File: src/rtl/if_id_stage.sv
// IF/ID pipeline register: 1-cycle latency; stall_i holds, mem_stall_i freezes and defers flushes, flush_i bubbles.
// Optional saturating stall/flush performance counters under macro IF_ID_PERF_EN.
module if_id_stage #(
  parameter logic [31:0] NOP_INSTR = 32'h0000_0013,
  parameter logic [31:0] PC_RESET  = 32'h0000_0000,
  parameter int          CNT_W     = 16
) (
  input  logic             clk_i,
  input  logic             rst_i,
  input  logic             stall_i,
  input  logic             mem_stall_i,
  input  logic             flush_i,
  input  logic [31:0]      pc_i,
  input  logic [31:0]      instr_i,
  output logic [31:0]      pc_o,
  output logic [31:0]      instr_o,
  output logic             valid_o,
  output logic             flush_pend_o,
  output logic [CNT_W-1:0] stall_cnt_o,
  output logic [CNT_W-1:0] flush_cnt_o
);

  logic [31:0] pc_q, pc_d;
  logic [31:0] instr_q, instr_d;
  logic        valid_q, valid_d;
  logic        flush_pend_q, flush_pend_d;
  logic        do_flush;

  always_comb begin
    pc_d         = pc_q;
    instr_d      = instr_q;
    valid_d      = valid_q;
    flush_pend_d = flush_pend_q;
    do_flush     = 1'b0;
    if (mem_stall_i) begin
      // Frozen: remember any flush so it lands on the first unfrozen edge.
      flush_pend_d = flush_pend_q | flush_i;
    end else if (flush_i || flush_pend_q) begin
      pc_d         = PC_RESET;
      instr_d      = NOP_INSTR;
      valid_d      = 1'b0;
      flush_pend_d = 1'b0;
      do_flush     = 1'b1;
    end else if (!stall_i) begin
      pc_d    = pc_i;
      instr_d = instr_i;
      valid_d = 1'b1;
    end
  end

  always_ff @(posedge clk_i) begin
    if (rst_i) begin
      pc_q         <= PC_RESET;
      instr_q      <= NOP_INSTR;
      valid_q      <= 1'b0;
      flush_pend_q <= 1'b0;
    end else begin
      pc_q         <= pc_d;
      instr_q      <= instr_d;
      valid_q      <= valid_d;
      flush_pend_q <= flush_pend_d;
    end
  end

  assign pc_o         = pc_q;
  assign instr_o      = instr_q;
  assign valid_o      = valid_q;
  assign flush_pend_o = flush_pend_q;

`ifdef IF_ID_PERF_EN
  logic [CNT_W-1:0] stall_cnt_q, stall_cnt_d;
  logic [CNT_W-1:0] flush_cnt_q, flush_cnt_d;

  always_comb begin
    stall_cnt_d = stall_cnt_q;
    flush_cnt_d = flush_cnt_q;
    if ((stall_i || mem_stall_i) && (stall_cnt_q != {CNT_W{1'b1}}))
      stall_cnt_d = stall_cnt_q + 1'b1;
    if (do_flush && (flush_cnt_q != {CNT_W{1'b1}}))
      flush_cnt_d = flush_cnt_q + 1'b1;
  end

  always_ff @(posedge clk_i) begin
    if (rst_i) begin
      stall_cnt_q <= '0;
      flush_cnt_q <= '0;
    end else begin
      stall_cnt_q <= stall_cnt_d;
      flush_cnt_q <= flush_cnt_d;
    end
  end

  assign stall_cnt_o = stall_cnt_q;
  assign flush_cnt_o = flush_cnt_q;
`else
  logic unused_flush;
  assign unused_flush = do_flush;
  assign stall_cnt_o  = '0;
  assign flush_cnt_o  = '0;
`endif

endmodule

File: config.mk
export PLATFORM = sky130hd
export DESIGN_NAME = if_id_stage
export DESIGN_NICKNAME = d
export VERILOG_FILES = /design/src/rtl/if_id_stage.sv
export SDC_FILE = /design/constraint.sdc
export NUM_CORES = 1
export LEC_CHECK = 0
export ABC_AREA = 1
export BUFFER_PORTS_ARGS = -buffer_cell sky130_fd_sc_hd__buf_2
export CORE_AREA = 2 2 100 102
export CTS_CLUSTER_DIAMETER = 40
export DETAILED_ROUTE_END_ITERATION = 8
export DIE_AREA = 0 0 102 104
export HOLD_SLACK_MARGIN = 0.08
export PLACE_DENSITY = 0.58
export SYNTH_ARGS = -nofsm -noshare
export SYNTH_HDL_FRONTEND = slang
export SYNTH_SLANG_ARGS = --single-unit
export TNS_END_PERCENT = 30
File: constraint.sdc
create_clock -name clk_i -period 1.5 [get_ports clk_i]
set_input_delay 0.075 -clock clk_i [delete_from_list [all_inputs] [get_ports clk_i]]
set_output_delay 0.075 -clock clk_i [all_outputs]
set_load 0.05 [all_outputs]
==> run_results.csv, run 1 <==
group,metric,value,unit
cells_and_area,final_util,44.4,%
logic_synthesis,syn_inst,341,
detailed_routing,via_per_inst,4.57,
logic_synthesis,synth-seq-area-share,47.7,%
logic_synthesis,synthFlopType,"dfxtp_1",
cells_and_area,layout-drive-gt1-share,30.2,%
worst_setup_path,crit_start,"flush_pend_o$_SDFFE_PP0P_",
logic_synthesis,yosysTopAreaCell,"dfxtp_1",
logic_synthesis,syn_avg_cell_area,8.12,um^2
worst_setup_path,critPathKind,"flop to flop",
detailed_routing,dr.pass1.iters,4,
worst_setup_path,rr_worst_depth,6,
job,maxCapViolations,0,
floorplanning,die_h,104,um
cells_and_area,antenna_cells,0,
logic_synthesis,syn_area,0.00277,mm^2
floorplanning,initial_core_util,29.0,%
logic_synthesis,async_reset_ff_share,0,%
placement,place.gp.congestion,0.709,
worst_hold_path,hold_class,"input pin to flop",
logic_synthesis,synth_cell_types,15,
timing,setup_tns,0,ps
worst_setup_path,slowest_delay,330,ps
floorplanning,core,0.00955,mm^2
worst_setup_path,critical_path_required,1750,ps
floorplanning,die_w,102,um
detailed_routing,wl_per_cell,13.0,um
global_route,antenna_found_initial,0,
logic_synthesis,synth-edff-count,0,
timing,setup_viol,0,
timing,drv_slew,0,
timing,rsz0062_at_grt,"false",
global_route,grt_pass1_wl,13.4,mm
worst_setup_path,reg2reg_slack,210,ps
clocking,htreeDepth,3,
worst_setup_path,worstPathMaxFanout,32,
logic_synthesis,yosys_warnings,0,
worst_setup_path,crit_path_end_kind,"flop",
floorplanning,die_area,0.0106,mm^2
pwr,power_density,932,mW/mm^2
cells_and_area,fin_nets,594,
timing,worst_hold_slack,190,ps
worst_setup_path,crit_path_frequent_cell,"nand2_1",
global_route,track_usage,15.6,%
pwr,p_leak,0.00190,uW
floorplanning,io_pins,167,
worst_setup_path,worstPathArrival,1550,ps
detailed_routing,wirelength,8.63,mm
clocking,tritoncts,"built",
timing,skew,4.07,ps
placement,port_buffers,134,
pwr,ir_drop,529,uV
logic_synthesis,yosysTopAreaCellShare,47.7,%
floorplanning,fp-row-count,36,
timing,hold_viol_final,0,
global_route,grt.overflow.total,0,
worst_setup_path,cp.depth,6,
clocking,clk_latency,330,ps
clocking,path_clk_slew,70,ps
timing,fmax,774,MHz
clocking,numCtsBuffers,9,
clocking,post_cts_resized,0,
clocking,clock-sinks,66,
timing,finalCritPeriodShare,86.2,%
clocking,clockBufferDepth,2,
run_status,outcome,"finished clean",
detailed_routing,drt_iter0_markers,138,
worst_setup_path,worst-path-buf-inv,1,
global_route,grt_pass1_vias,2945,
worst_setup_path,reg2reg_from,"flush_pend_o$_SDFFE_PP0P_",
detailed_routing,via_count,3024,
cells_and_area,area_growth,53.3,%
logic_synthesis,synth_common_cells,"73 x nand2_1, 66 x dfxtp_1, 62 x a21oi_1, 61 x nand4_1, 34 x buf_4",
worst_setup_path,r2r-end,"pc_o[13]$_SDFFE_PP0P_",
clocking,post-cts-setup-buffers,0,
detailed_routing,drc,0,
clocking,postCtsHoldBufs,64,
logic_synthesis,synth.most_common_cell,"nand2_1",
logic_synthesis,ys_seq_elements,66,
worst_setup_path,crit_family,"simple AND/OR/NAND/NOR gates",
clocking,cts_root_buf,"clkbuf_8",
timing,period_minus_slack,1290,ps
worst_setup_path,endpoint,"pc_o[13]$_SDFFE_PP0P_",
logic_synthesis,synth_area_leaders,"dfxtp_1 48%, nand4_1 14%, a21oi_1 11%",
placement,dp_hpwl,5.12,mm
worst_setup_path,startpoint_type,"flop",
worst_setup_path,slowest_stage,"dfxtp_1",
worst_setup_path,worstPathCellList,"nor2_4, nand2_1, nand2_2, buf_12, nand2_1, a21oi_1",
global_route,grt_start_max_net_pins,65,
detailed_routing,antenna_left,0,
## placed cells by master, fill, tap and decap left out, drive strengths merged
cell,Yosys,routed
a21oi,62,62
buf,48,143
clkbuf,17,11
clkinv,0,4
conb,1,32
dfxtp,66,66
dlygate4sd3,0,64
inv,7,7
nand2,73,73
nand3,4,4
nand4,61,61
nor2,1,1
nor3,1,1
## logic make-up (layout without fill, tap and decap cells)
group,Yosys count,in the layout,synth area share [%]
buf+inv,72,229,16.0
simple gates,140,140,25.0
other cells,1,32,0.135
compound gates,62,62,11.2
flops,66,66,47.7
## layout make-up
type,count,area (um^2)
Clock buffer,11,131
Clock inverter,4,20.0
Fill cell,960,5310
Inverter,7,26.3
Multi-Input combinational cell,234,1120
Sequential cell,66,1320
Tap cell,133,166
Timing Repair Buffer,207,1450
## worst min path at each step
stage	start	depth (start not counted)	end
2_1_floorplan	pc_i[19]	2	pc_o[19]$_SDFFE_PP0P_
3_3_place_gp	pc_i[4]	3	pc_o[4]$_SDFFE_PP0P_
3_5_place_dp	instr_i[31]	3	instr_o[31]$_SDFFE_PP0P_
4_1_cts	stall_i	4	pc_o[3]$_SDFFE_PP0P_
5_1_grt	stall_i	4	pc_o[30]$_SDFFE_PP0P_
6_report	stall_i	4	pc_o[3]$_SDFFE_PP0P_
## metrics by stage
step,total power [uW],area [um^2],std cells,setup WS (ps)
4_1_cts,4000,4240,662,220
3_3_place_gp,2640,3450,583,305
6_report,3950,4240,662,208
3_5_place_dp,2640,3450,583,234
2_1_floorplan,2490,2890,372,122
5_1_grt,4160,4240,662,97.7
## per-layer routing
metal	share of wire, %	track usage [%]
met5	0	0
met4	2.0	7.24
met3	6.5	4.91
met2	50	27.0
met1	41	17.2
## power breakdown
part	internal [uW]	switching, uW
clock	580	638
combinational	292	616
sequential	1800	25.3
total	2670	1280
## worst reg2reg max path, cell delays in order, from the launching register on
cell and delay, ps:
dfxtp_1 330, nor2_4 150, nand2_1 90, nand2_2 190, buf_12 210, nand2_1 100, a21oi_1 160
## state kept, by name (all words and copies together), names as in the netlist
signal	flops
instr_o	32
valid_o	1
pc_o	32
flush_pend_o	1
(Power assumes the default switching activity.)
==> run 2, diff against run 1 <==
==> constraint.sdc (replaced) <==
create_clock -name clk_i -period 1.5 [get_ports clk_i]
set_input_delay 0.15 -clock clk_i [delete_from_list [all_inputs] [get_ports clk_i]]
set_output_delay 0.15 -clock clk_i [all_outputs]
set_load 0.05 [all_outputs]
==> run_results.csv, run 2 (synthesis gave the netlist of run 1 again) <==
group,metric,value,unit
run_status,outcome,"finished clean",
worst_setup_path,crit_path_end_kind,"flop",
cells_and_area,fin_cells,648,
worst_setup_path,rr_worst_depth,6,
pwr,intPower,2700,uW
clocking,cts_root_buf,"clkbuf_8",
placement,port_buffers,134,
detailed_routing,drt_iter0_markers,112,
global_route,grt.overflow.total,0,
placement,dpl.cell_count,584,
clocking,clock-sinks,66,
worst_setup_path,critPathKind,"flop to flop",
detailed_routing,via_per_inst,4.57,
clocking,tritoncts,"built",
worst_setup_path,startpoint_type,"flop",
global_route,grt_pass1_wl,13.0,mm
pwr,p_sw_share,32.5,%
pwr,pwr-share-clk,32.5,%
pwr,p_leak,0.00184,uW
clocking,htreeDepth,3,
pwr,seq_power_share,45.6,%
cells_and_area,regArea,0.00132,mm^2
floorplanning,fp-row-count,36,
timing,setup_viol,0,
timing,setup_slack,241,ps
floorplanning,initial_core_util,29.0,%
timing,rsz0062_at_grt,"false",
detailed_routing,via_count,2959,
global_route,grt_pass1_vias,2801,
clocking,numCtsBuffers,9,
worst_hold_path,whs_path_depth,3,
timing,finalCritPeriodShare,83.9,%
detailed_routing,antenna_left,0,
timing,hold_viol_final,0,
cells_and_area,layout-drive-gt1-share,31.7,%
floorplanning,io_pins,167,
worst_setup_path,reg2reg_from,"flush_pend_o$_SDFFE_PP0P_",
worst_setup_path,worstPathArrival,1520,ps
clocking,path_clk_slew,70,ps
timing,drv_slew,0,
global_route,use_met2,26.7,%
global_route,antenna_found_initial,0,
clocking,clockBufferDepth,2,
placement,dp_hpwl,5.20,mm
pwr,p_switching,1300,uW
pwr,power_density,976,mW/mm^2
cells_and_area,nFillCells,950,
floorplanning,die_h,104,um
cells_and_area,final_cell_mix,"134 x buf_2, 72 x nand2_1, 66 x dfxtp_1, 62 x a21oi_1, 61 x nand4_1",
timing,period_minus_slack,1260,ps
detailed_routing,wl_per_cell,12.9,um
timing,setup_tns,0,ps
placement,place.gp.congestion,0.715,
global_route,grt_busiest_layer,"met2",
job,maxCapViolations,0,
cells_and_area,multi_input_area,0.00112,mm^2
pwr,p_comb_share,21.8,%
global_route,use_met3,5.71,%
clocking,clk_latency,330,ps
worst_hold_path,worstHoldStart,"pc_i[2]",
floorplanning,die_w,102,um
cells_and_area,final_util,42.9,%
placement,placed_cell_area,0.00345,mm^2
floorplanning,die_area,0.0106,mm^2
cells_and_area,final_common_cell,"buf_2",
worst_hold_path,worst_hold_path.endpoint,"pc_o[2]$_SDFFE_PP0P_",
global_route,track_usage,15.3,%
global_route,gr-usage-met1,17.3,%
worst_setup_path,worstPathMaxFanout,32,
worst_setup_path,r2r-end,"pc_o[9]$_SDFFE_PP0P_",
timing,skew,5.36,ps
floorplanning,core,0.00955,mm^2
cells_and_area,fin_area,0.00410,mm^2
worst_setup_path,reg2reg_slack,240,ps
cells_and_area,area_growth,48.0,%
cells_and_area,antenna_cells,0,
pwr,ir_drop,556,uV
detailed_routing,drc,0,
detailed_routing,dr.pass1.iters,4,
placement,dp_slack,275,ps
timing,fmax,794,MHz
worst_setup_path,critical_path_required,1760,ps
cells_and_area,fin_nets,579,
global_route,grt_start_max_net_pins,51,
worst_hold_path,hold_class,"input pin to flop",
detailed_routing,wirelength,8.37,mm
## run 2: cell types whose count changed in the layout (fill, tap and decap cells not counted)
cell,before,now
dlygate4sd3_1,64,48
clkbuf_1,2,1
buf_12,6,5
clkinv_2,4,3
clkinvlp_4,0,2
clkbuf_8,9,10
buf_4,3,5
## run 2: stage by stage
step	power [uW]	hold slack, ps
finish	4000	104
detailed placement	2640	434
global placement	2640	428
global route	4220	85.2
floorplan	2490	318
CTS	4050	81.2
## run 2: layout make-up
| cell class | instances | area share (%) |
|---|---|---|
| flip-flops and latches | 66 | 32.2 |
| repair buffers | 192 | 31.4 |
| multi-input cells | 234 | 27.4 |
| well taps | 133 | 4.06 |
| clock buffers | 11 | 3.45 |
| clock inverters | 5 | 0.733 |
| inverters | 7 | 0.641 |
## run 2: power by group through the flow
| stage | combinational [uW] | sequential [uW] | clock (uW) |
|---|---|---|---|
| CTS | 866 | 1830 | 1360 |
| global placement | 769 | 1870 | 0 |
| floorplan | 456 | 2040 | 0 |
| global route | 927 | 1830 | 1460 |
| detailed placement | 774 | 1870 | 0 |
| finish | 873 | 1830 | 1300 |
## run 2: timing repair
action | 4_1_cts | 5_1_grt
hold endpoints to repair | 46 | 2
resized for setup | 0 | 0
hold buffers | 46 | 2
setup buffers | 0 | 0
## run 2: worst max path at each step
stage / from / end / depth (start not counted)
6_report: flush_pend_o$_SDFFE_PP0P_ / pc_o[9]$_SDFFE_PP0P_ / 6
2_1_floorplan: flush_pend_o$_SDFFE_PP0P_ / instr_o[0]$_SDFFE_PP1P_ / 7
5_1_grt: flush_pend_o$_SDFFE_PP0P_ / pc_o[9]$_SDFFE_PP0P_ / 6
4_1_cts: flush_pend_o$_SDFFE_PP0P_ / instr_o[24]$_SDFFE_PP0P_ / 6
3_5_place_dp: flush_pend_o$_SDFFE_PP0P_ / pc_o[2]$_SDFFE_PP0P_ / 6
3_3_place_gp: flush_pend_o$_SDFFE_PP0P_ / pc_o[2]$_SDFFE_PP0P_ / 6
## run 2: critical path, cell delays in order (launching register included)
cell and delay, ps:
dfxtp_1 330, nor2_4 150, nand2_1 80, nand2_2 180, buf_12 210, nand2_1 90, a21oi_1 130
## run 2: routing by layer
layer,up-vias,wire length [um],part of all wire (%)
li1,1454,-,-
met1,1386,3630,43
met2,111,4090,49
met3,8,577,6.9
met4,0,83,0.99
met5,-,0,0
==> run 3, diff against run 2 <==
Settings changed: PLACE_DENSITY 0.58 to 0.6.
Clock period 1.5 ns to 1.1 ns, I/O delays scaled along.
==> run_results.csv, run 3 (synthesis gave the netlist of run 1 again) <==
group,metric,value,unit
run_status,outcome,"finished, violations left",
clocking,htreeDepth,3,
cells_and_area,nFillCells,893,
global_route,grt.overflow.total,0,
timing,setup_slack,-63.9,ps
pwr,p_leak,0.00202,uW
detailed_routing,drc,0,
timing,period_minus_slack,1160,ps
clocking,tritoncts,"built",
worst_setup_path,rr_worst_depth,7,
timing,drv_slew,0,
timing,setup_viol,28,
clocking,clock-sinks,66,
clocking,clockBufferDepth,2,
pwr,p_total,6330,uW
worst_setup_path,crit_path_end_kind,"flop",
detailed_routing,wirelength,9.52,mm
timing,skew,6.29,ps
timing,worst_hold_slack,282,ps
timing,finalCritPeriodShare,106,%
worst_setup_path,worst-path-buf-inv,2,
timing,rsz0062_at_grt,"true",
clocking,clk_latency,340,ps
detailed_routing,wl_per_cell,14.2,um
cells_and_area,multi_input_area,0.00120,mm^2
worst_setup_path,cp.depth,7,
timing,hold_viol_final,0,
floorplanning,core,0.00955,mm^2
job,maxCapViolations,0,
floorplanning,die_h,104,um
worst_setup_path,startpoint_type,"flop",
floorplanning,initial_core_util,29.0,%
global_route,grt_pass1_wl,14.1,mm
global_route,antenna_found_initial,0,
floorplanning,die_area,0.0106,mm^2
worst_hold_path,whs_path_depth,5,
clocking,cts_root_buf,"clkbuf_8",
cells_and_area,fin_nets,603,
floorplanning,fp-row-count,36,
placement,port_buffers,134,
worst_setup_path,worstPathArrival,1430,ps
run_status,failed_checks,"setup timing",
cells_and_area,final_common_cell,"buf_2",
timing,setup_tns,-602,ps
detailed_routing,dr.pass1.iters,4,
cells_and_area,final_cell_mix,"107 x buf_2, 69 x nand2_1, 65 x dlygate4sd3_1, 65 x dfxtp_1, 61 x nand4_1",
worst_setup_path,worstPathCellList,"nor2_4, nand2_2, nand2_4, buf_6, clkbuf_16, nand2_1, a21oi_1",
floorplanning,io_pins,167,
placement,dp_hpwl,5.30,mm
clocking,path_clk_slew,70,ps
global_route,track_usage,16.5,%
detailed_routing,antenna_left,0,
detailed_routing,via_per_inst,4.71,
detailed_routing,drt_iter0_markers,158,
cells_and_area,regArea,0.00133,mm^2
global_route,grt_start_max_net_pins,49,
cells_and_area,antenna_cells,0,
cells_and_area,layout-drive-gt1-share,35.4,%
clocking,numCtsBuffers,9,
worst_setup_path,critPathKind,"flop to flop",
worst_setup_path,critical_path_required,1370,ps
floorplanning,die_w,102,um
pwr,ir_drop,583,uV
worst_setup_path,slowest_stage,"dfxtp_4",
cells_and_area,area_growth,67.9,%
worst_setup_path,crit_family,"flip-flops",
detailed_routing,via_count,3163,
pwr,power_density,1360,mW/mm^2
worst_hold_path,hold_class,"input pin to flop",
worst_setup_path,slowest_delay,350,ps
placement,place.gp.congestion,0.806,
global_route,grt_pass1_vias,2918,
timing,fmax,859,MHz
worst_setup_path,worstPathMaxFanout,6,
## run 3: power by group
part	leakage, uW	internal (uW)	total [uW]	switching, uW
clock network	0.000127	1530	2470	935
logic	0.00136	487	1370	886
registers	0.000536	2460	2490	37.1
total	0.00202	4470	6330	1860
## run 3: area by class of cell
type | count | share of cell area, %
Inverter | 7 | 0.565
Tap cell | 133 | 3.58
Clock buffer | 12 | 3.80
Clock inverter | 4 | 1.51
Timing Repair Buffer | 216 | 36.3
Multi-Input combinational cell | 234 | 25.8
Sequential cell | 66 | 28.5
## run 3: worst reg2reg max path: stages, from the launching register on
cell and delay (ps):
dfxtp_4 350, nor2_4 120, nand2_2 80, nand2_4 110, buf_6 140, clkbuf_16 140, nand2_1 40, a21oi_1 110
## run 3: metrics by stage
stage / setup slack [ps] / util, % / std cells / instance area, um^2
floorplan: -14.4 / - / 372 / 2890
global placement: -22.1 / 36.6 / 588 / 3490
detailed placement: -56.1 / 36.6 / 588 / 3490
CTS: -74.5 / 46.6 / 670 / 4450
global route: -122 / 48.7 / 672 / 4650
finish: -63.9 / 48.7 / 672 / 4650
## run 3: metal layers
metal  track usage, %  up-vias  routed length, um
met4             6.76        0                207
li1                 -     1511                  -
met2             27.5      148               4690
met1             20.0     1485               4000
met3             4.23       19                615
met5                0        -                  0
## run 3: what timing repair did
action                                  in CTS  in global routing
pin swaps                                    2                  6
resized for setup                           10                 49
hold buffers                                65                  0
gates cloned                                 0                  2
setup buffers                                1                  0
endpoints found under the setup margin      63                 94
endpoints found under the hold margin       64                  0
## run 3: final timing paths
check / startpoint / end / slack (ps)
max: flush_pend_o$_SDFFE_PP0P_ / pc_o[18]$_SDFFE_PP0P_ / -60
min: stall_i / valid_o$_SDFFE_PP0P_ / 280
max reg2reg: flush_pend_o$_SDFFE_PP0P_ / pc_o[18]$_SDFFE_PP0P_ / -60
min reg2reg: instr_o[19]$_SDFFE_PP0P_ / instr_o[19]$_SDFFE_PP0P_ / 460
